[config.mk]
export PLATFORM = sky130hd
export DESIGN_NAME = button_conditioner
export DESIGN_NICKNAME = d
export VERILOG_FILES = /design/src/rtl/button_conditioner.sv
export SDC_FILE = /design/constraint.sdc
export NUM_CORES = 1
export LEC_CHECK = 0
export ABC_AREA = 1
export BUFFER_PORTS_ARGS = -buffer_cell sky130_fd_sc_hd__buf_2
export CORE_ASPECT_RATIO = 0.6
export CORE_MARGIN = 1.5
export CORE_UTILIZATION = 45
export CTS_CLUSTER_SIZE = 24
export DETAILED_ROUTE_END_ITERATION = 8
export SYNTH_ARGS = -nofsm -noshare
export SYNTH_HDL_FRONTEND = slang
export SYNTH_SLANG_ARGS = --single-unit
[constraint.sdc]
create_clock -name clk_i -period 1.6 [get_ports clk_i]
set_clock_uncertainty 0.1 [all_clocks]
set_input_delay 0.16 -clock clk_i [delete_from_list [all_inputs] [get_ports clk_i]]
set_output_delay 0.16 -clock clk_i [all_outputs]
set_load 0.03 [all_outputs]
[src/rtl/button_conditioner.sv]
// Multi-channel push-button conditioner: per channel a synchroniser, counter
// debouncer and a press/long-press/auto-repeat FSM, all outputs registered.
module button_channel #(
    parameter int SYNC_STAGES   = 2,
    parameter int DEB_CYCLES    = 16,
    parameter int LONG_CYCLES   = 1000,
    parameter int REPEAT_CYCLES = 250
) (
    input  logic clk_i,
    input  logic rst_ni,
    input  logic x_i,
    input  logic rpt_en_i,
    output logic level_o,
    output logic press_o,
    output logic release_o,
    output logic long_press_o,
    output logic rpt_o
);
    localparam int DW = $clog2(DEB_CYCLES + 1);
    localparam int HW = $clog2(LONG_CYCLES);
    localparam int RW = (REPEAT_CYCLES > 1) ? $clog2(REPEAT_CYCLES) : 1;
    localparam logic [DW-1:0] DEB_LAST  = DW'(DEB_CYCLES - 1);
    localparam logic [HW-1:0] HOLD_LAST = HW'(LONG_CYCLES - 1);
    localparam logic [RW-1:0] REP_LAST  = RW'(REPEAT_CYCLES - 1);

    typedef enum logic [1:0] {IDLE, HELD, LONG} state_e;

    state_e                 state_q;
    logic [SYNC_STAGES-1:0] sync_q;
    logic [DW-1:0]          deb_q;
    logic [HW-1:0]          hold_q;
    logic [RW-1:0]          rep_q;
    logic                   level_q, press_q, release_q, long_q, rpt_q;

    logic s, differ, toggle;
    assign s      = sync_q[SYNC_STAGES-1];
    assign differ = (s != level_q);
    assign toggle = differ && (deb_q == DEB_LAST);

    always_ff @(posedge clk_i or negedge rst_ni) begin
        if (!rst_ni) begin
            state_q   <= IDLE;
            sync_q    <= '0;
            deb_q     <= '0;
            hold_q    <= '0;
            rep_q     <= '0;
            level_q   <= 1'b0;
            press_q   <= 1'b0;
            release_q <= 1'b0;
            long_q    <= 1'b0;
            rpt_q     <= 1'b0;
        end else begin
            sync_q    <= {sync_q[SYNC_STAGES-2:0], x_i};
            press_q   <= 1'b0;
            release_q <= 1'b0;
            long_q    <= 1'b0;
            rpt_q     <= 1'b0;

            if (!differ) begin
                deb_q <= '0;
            end else if (toggle) begin
                deb_q     <= '0;
                level_q   <= s;
                press_q   <= s;
                release_q <= !s;
            end else begin
                deb_q <= deb_q + DW'(1);
            end

            // An accepted release wins over any hold/repeat event on the same edge.
            if (toggle && !s) begin
                state_q <= IDLE;
            end else begin
                case (state_q)
                    IDLE: if (toggle && s) begin
                        state_q <= HELD;
                        hold_q  <= '0;
                    end
                    HELD: if (hold_q == HOLD_LAST) begin
                        state_q <= LONG;
                        long_q  <= 1'b1;
                        rep_q   <= '0;
                    end else begin
                        hold_q <= hold_q + HW'(1);
                    end
                    LONG: if (!rpt_en_i) begin
                        rep_q <= '0;
                    end else if (rep_q == REP_LAST) begin
                        rpt_q <= 1'b1;
                        rep_q <= '0;
                    end else begin
                        rep_q <= rep_q + RW'(1);
                    end
                    default: state_q <= IDLE;
                endcase
            end
        end
    end

    assign level_o      = level_q;
    assign press_o      = press_q;
    assign release_o    = release_q;
    assign long_press_o = long_q;
    assign rpt_o        = rpt_q;
endmodule

module button_conditioner #(
    parameter int N             = 4,
    parameter int SYNC_STAGES   = 2,
    parameter int DEB_CYCLES    = 16,
    parameter int LONG_CYCLES   = 1000,
    parameter int REPEAT_CYCLES = 250
) (
    input  logic         clk_i,
    input  logic         rst_ni,
    input  logic [N-1:0] x_i,
    input  logic [N-1:0] rpt_en_i,
    output logic [N-1:0] level_o,
    output logic [N-1:0] press_o,
    output logic [N-1:0] release_o,
    output logic [N-1:0] long_press_o,
    output logic [N-1:0] rpt_o
);
    for (genvar ch = 0; ch < N; ch++) begin : g_ch
        button_channel #(
            .SYNC_STAGES  (SYNC_STAGES),
            .DEB_CYCLES   (DEB_CYCLES),
            .LONG_CYCLES  (LONG_CYCLES),
            .REPEAT_CYCLES(REPEAT_CYCLES)
        ) u_ch (
            .clk_i       (clk_i),
            .rst_ni      (rst_ni),
            .x_i         (x_i[ch]),
            .rpt_en_i    (rpt_en_i[ch]),
            .level_o     (level_o[ch]),
            .press_o     (press_o[ch]),
            .release_o   (release_o[ch]),
            .long_press_o(long_press_o[ch]),
            .rpt_o       (rpt_o[ch])
        );
    end
endmodule
==> results.sh <==
export IMPL_rows=36
export IMPL_start_util=0.465
export IMPL_violations="setup timing"
export IMPL_finalHoldViolCount=0
export IMPL_hold_path_class="in2async"
export IMPL_clock_latency_ns=0.44
export IMPL_coreArea_um2=16400
export IMPL_sequentialPowerShare=0.289
export IMPL_syn2layout_area_growth_pct=33.0
export IMPL_combPwrFrac=0.402
export IMPL_post_drt_wl_per_cell_um=12.9
export IMPL_io_buffer_count=29
export IMPL_syn_num_nets=1037
export IMPL_cts_inserted_buffers=17
export IMPL_post_route_min_period_ns=1.67
export IMPL_yosysWarnings=0
export IMPL_power_density_nw_per_um2=1260
export IMPL_cts_buffer_depth=2
export IMPL_place_area_um2=8510
export IMPL_period_share=1.04
export IMPL_final_cell_mix="256 x nand2_1, 127 x dfrtp_1, 113 x nor2_1"
export IMPL_finalWorstSetupSlack_ns=-0.0695
export IMPL_drive_above_1_share=0.299
export IMPL_setup_tns_ns=-1.53
export IMPL_hold_ws_ns=0.0607
export IMPL_ys_ff_latch=128
export IMPL_track_usage=0.194
export IMPL_swShare=0.392
export IMPL_endpoint_kind="flip-flop"
export IMPL_p_switching_w=0.00501
export IMPL_vias_per_cell=4.87
export IMPL_pre_cts_slack_ns=-0.0506
export IMPL_top_layer_used="met4"
export IMPL_start_kind="flip-flop"
export IMPL_antenna_found_initial=0
export IMPL_nFillCells=1418
export IMPL_synth_cell_types=36
export IMPL_slew_headroom=0.754
export IMPL_critPathArrivalTime_ns=1.95
export IMPL_diodes=0
export IMPL_root_buffer="clkbuf_16"
export IMPL_final_common_cell="nand2_1"
export IMPL_finalNetCount=1184
export IMPL_p_clk_frac=0.310
export IMPL_required_ns=1.88
export IMPL_ant_nets=0
export IMPL_drtIter0Drc=603
export IMPL_synth_seq_area_share=0.419
export IMPL_cts_sinks=128
export IMPL_cts_tree="built"
export IMPL_slew_violations=0
export IMPL_final_setup_viol_count=51
export IMPL_first_pass_iters=5
export IMPL_dp_hpwl_um=11400
export IMPL_worst_pin_slew_ns=0.368
export IMPL_avgSynthCellArea_um2=7.69
export IMPL_drv_cap=0
export IMPL_rsz0062_at_grt="yes"
export IMPL_path_class="reg2reg"
export IMPL_grt_pass1_wl_um=27500
export IMPL_crit_path_max_fanout=5
export IMPL_wl_met1_um=9420
export IMPL_die_w_um=171
export IMPL_grt_pass1_vias=5754
export IMPL_gp_congestion=0.861
export IMPL_cts_max_level=4
export IMPL_synthCells=995
export IMPL_final_area_um2=10200
export IMPL_overflow=0
export IMPL_vias=6739
export IMPL_fmax_mhz=599
export IMPL_dieArea_um2=17800
export IMPL_ioPinCount=30
export IMPL_outcome="finished with violations"
export IMPL_path_clk_slew_ns=0.06
export IMPL_wl_met3_um=884
export IMPL_drt_drc_violations_left=0
export IMPL_routed_wl_um=17800
export IMPL_grt_max_degree=41
export IMPL_die_height_um=104
export IMPL_static_leakage_power_nw=5.06
export IMPL_netlist_area_um2=7650
export IMPL_wl_met2_um=7230
export IMPL_vdd_drop_max_mv=0.669
export IMPL_r2r_slack_ns=-0.07
export IMPL_p_int_w=0.00778
==> registers in the layout, summed over array words and instances (netlist names) <==
name	cells
g_ch.u_ch.deb_q	20
g_ch.u_ch.state_q	8
g_ch.u_ch.rep_q	32
g_ch.u_ch.rpt_o	4
g_ch.u_ch.release_o	4
g_ch.u_ch.hold_q	40
g_ch.u_ch.sync_q	8
g_ch.u_ch.press_o	4
g_ch.u_ch.long_press_o	4
g_ch.u_ch.level_o	4
==> metal layers <==
metal | global-route usage | vias to the layer above
met5 | 0 | -
met4 | 0.0714 | 0
met3 | 0.0457 | 21
met2 | 0.240 | 154
met1 | 0.313 | 3087
li1 | - | 3477
==> path summary, 6_finish.rpt <==
check                                       startpoint                endpoint  depth (start not counted)
worst min-delay path                            rst_ni   g_ch[3].u_ch.rep_q[6]                          2
worst max register to register   g_ch[0].u_ch.deb_q[0]  g_ch[0].u_ch.hold_q[3]                          9
min in group clk_i              g_ch[2].u_ch.sync_q[0]  g_ch[2].u_ch.sync_q[1]                          0
worst max-delay path             g_ch[0].u_ch.deb_q[0]  g_ch[0].u_ch.hold_q[3]                          9
worst min register to register  g_ch[2].u_ch.sync_q[0]  g_ch[2].u_ch.sync_q[1]                          0
max in group asynchronous                       rst_ni   g_ch[0].u_ch.rep_q[0]                          3
==> critical path, cell delays in order (launching register included) <==
cell	delay (ns)
dfrtp_1	0.37
ha_2	0.21
nand2_2	0.07
nor2_4	0.13
nand4_1	0.17
nand2_4	0.17
nand2_4	0.09
clkinvlp_4	0.15
nand3_2	0.08
nand2_1	0.07
==> through the flow <==
| stage | power, W | std cells | utilization |
|---|---|---|---|
| floorplan | 0.00604 | 995 | - |
| global placement | 0.00724 | 1303 | 0.518 |
| detailed placement | 0.00724 | 1303 | 0.518 |
| CTS | 0.0115 | 1352 | 0.567 |
| global route | 0.0135 | 1383 | 0.619 |
| finish | 0.0128 | 1383 | 0.619 |
==> timing repair <==
action	4_1_cts	5_1_grt
pin swaps	1	57
endpoints found under the hold margin	137	0
setup endpoints to repair	34	84
setup buffers	7	23
gates cloned	1	8
hold buffers	9	0
resized for setup	10	152
==> power groups by stage <==
stage          combinational [W]  sequential (W)  clock, W
2_1_floorplan            0.00232         0.00372         0
3_3_place_gp             0.00353         0.00371         0
3_5_place_dp             0.00352         0.00371         0
4_1_cts                  0.00381         0.00366   0.00405
5_1_grt                  0.00559         0.00372   0.00419
6_report                 0.00514         0.00369   0.00396
==> cell usage after synthesis (all sizes together) <==
master,count,area [um2]
dfrtp,128,3200
clkinv,2,7.51
nor3,12,65.1
inv,125,477
xor2,20,175
a21oi,15,75.1
nand2,315,1250
a21o,1,7.51
and3,1,6.26
nor4,3,18.8
o21bai,8,60.1
o21ai,26,153
xnor2,1,8.76
buf,22,159
clkbuf,3,11.3
nand4,25,244
nor2,131,644
ha,32,400
nor3b,6,45.0
nand3b,3,22.5
nand3,116,616
==> final cells by class <==
type	instances	area, um2	share of cell area
Multi-Input combinational cell	723	4440	0.436
Timing Repair inverter	1	7.51	0.000738
Clock inverter	15	175	0.0172
Inverter	127	512	0.0503
Tap cell	228	285	0.0280
Clock buffer	17	425	0.0418
Sequential cell	128	3200	0.315
Timing Repair Buffer	144	1130	0.111
==> cells by family (layout without fill, tap and decap cells) <==
kind of cell | Yosys count | in the layout | share of synthesized area
AO/OA/AOI/OAI | 50 | 50 | 0.0386
XOR/XNOR | 21 | 21 | 0.0240
adder cells (fa/ha/maj) | 32 | 32 | 0.0523
buffers and inverters | 152 | 304 | 0.0856
flip-flops | 128 | 128 | 0.419
AND/OR/NAND/NOR | 612 | 620 | 0.381
Power figures use the tool's default switching activity.
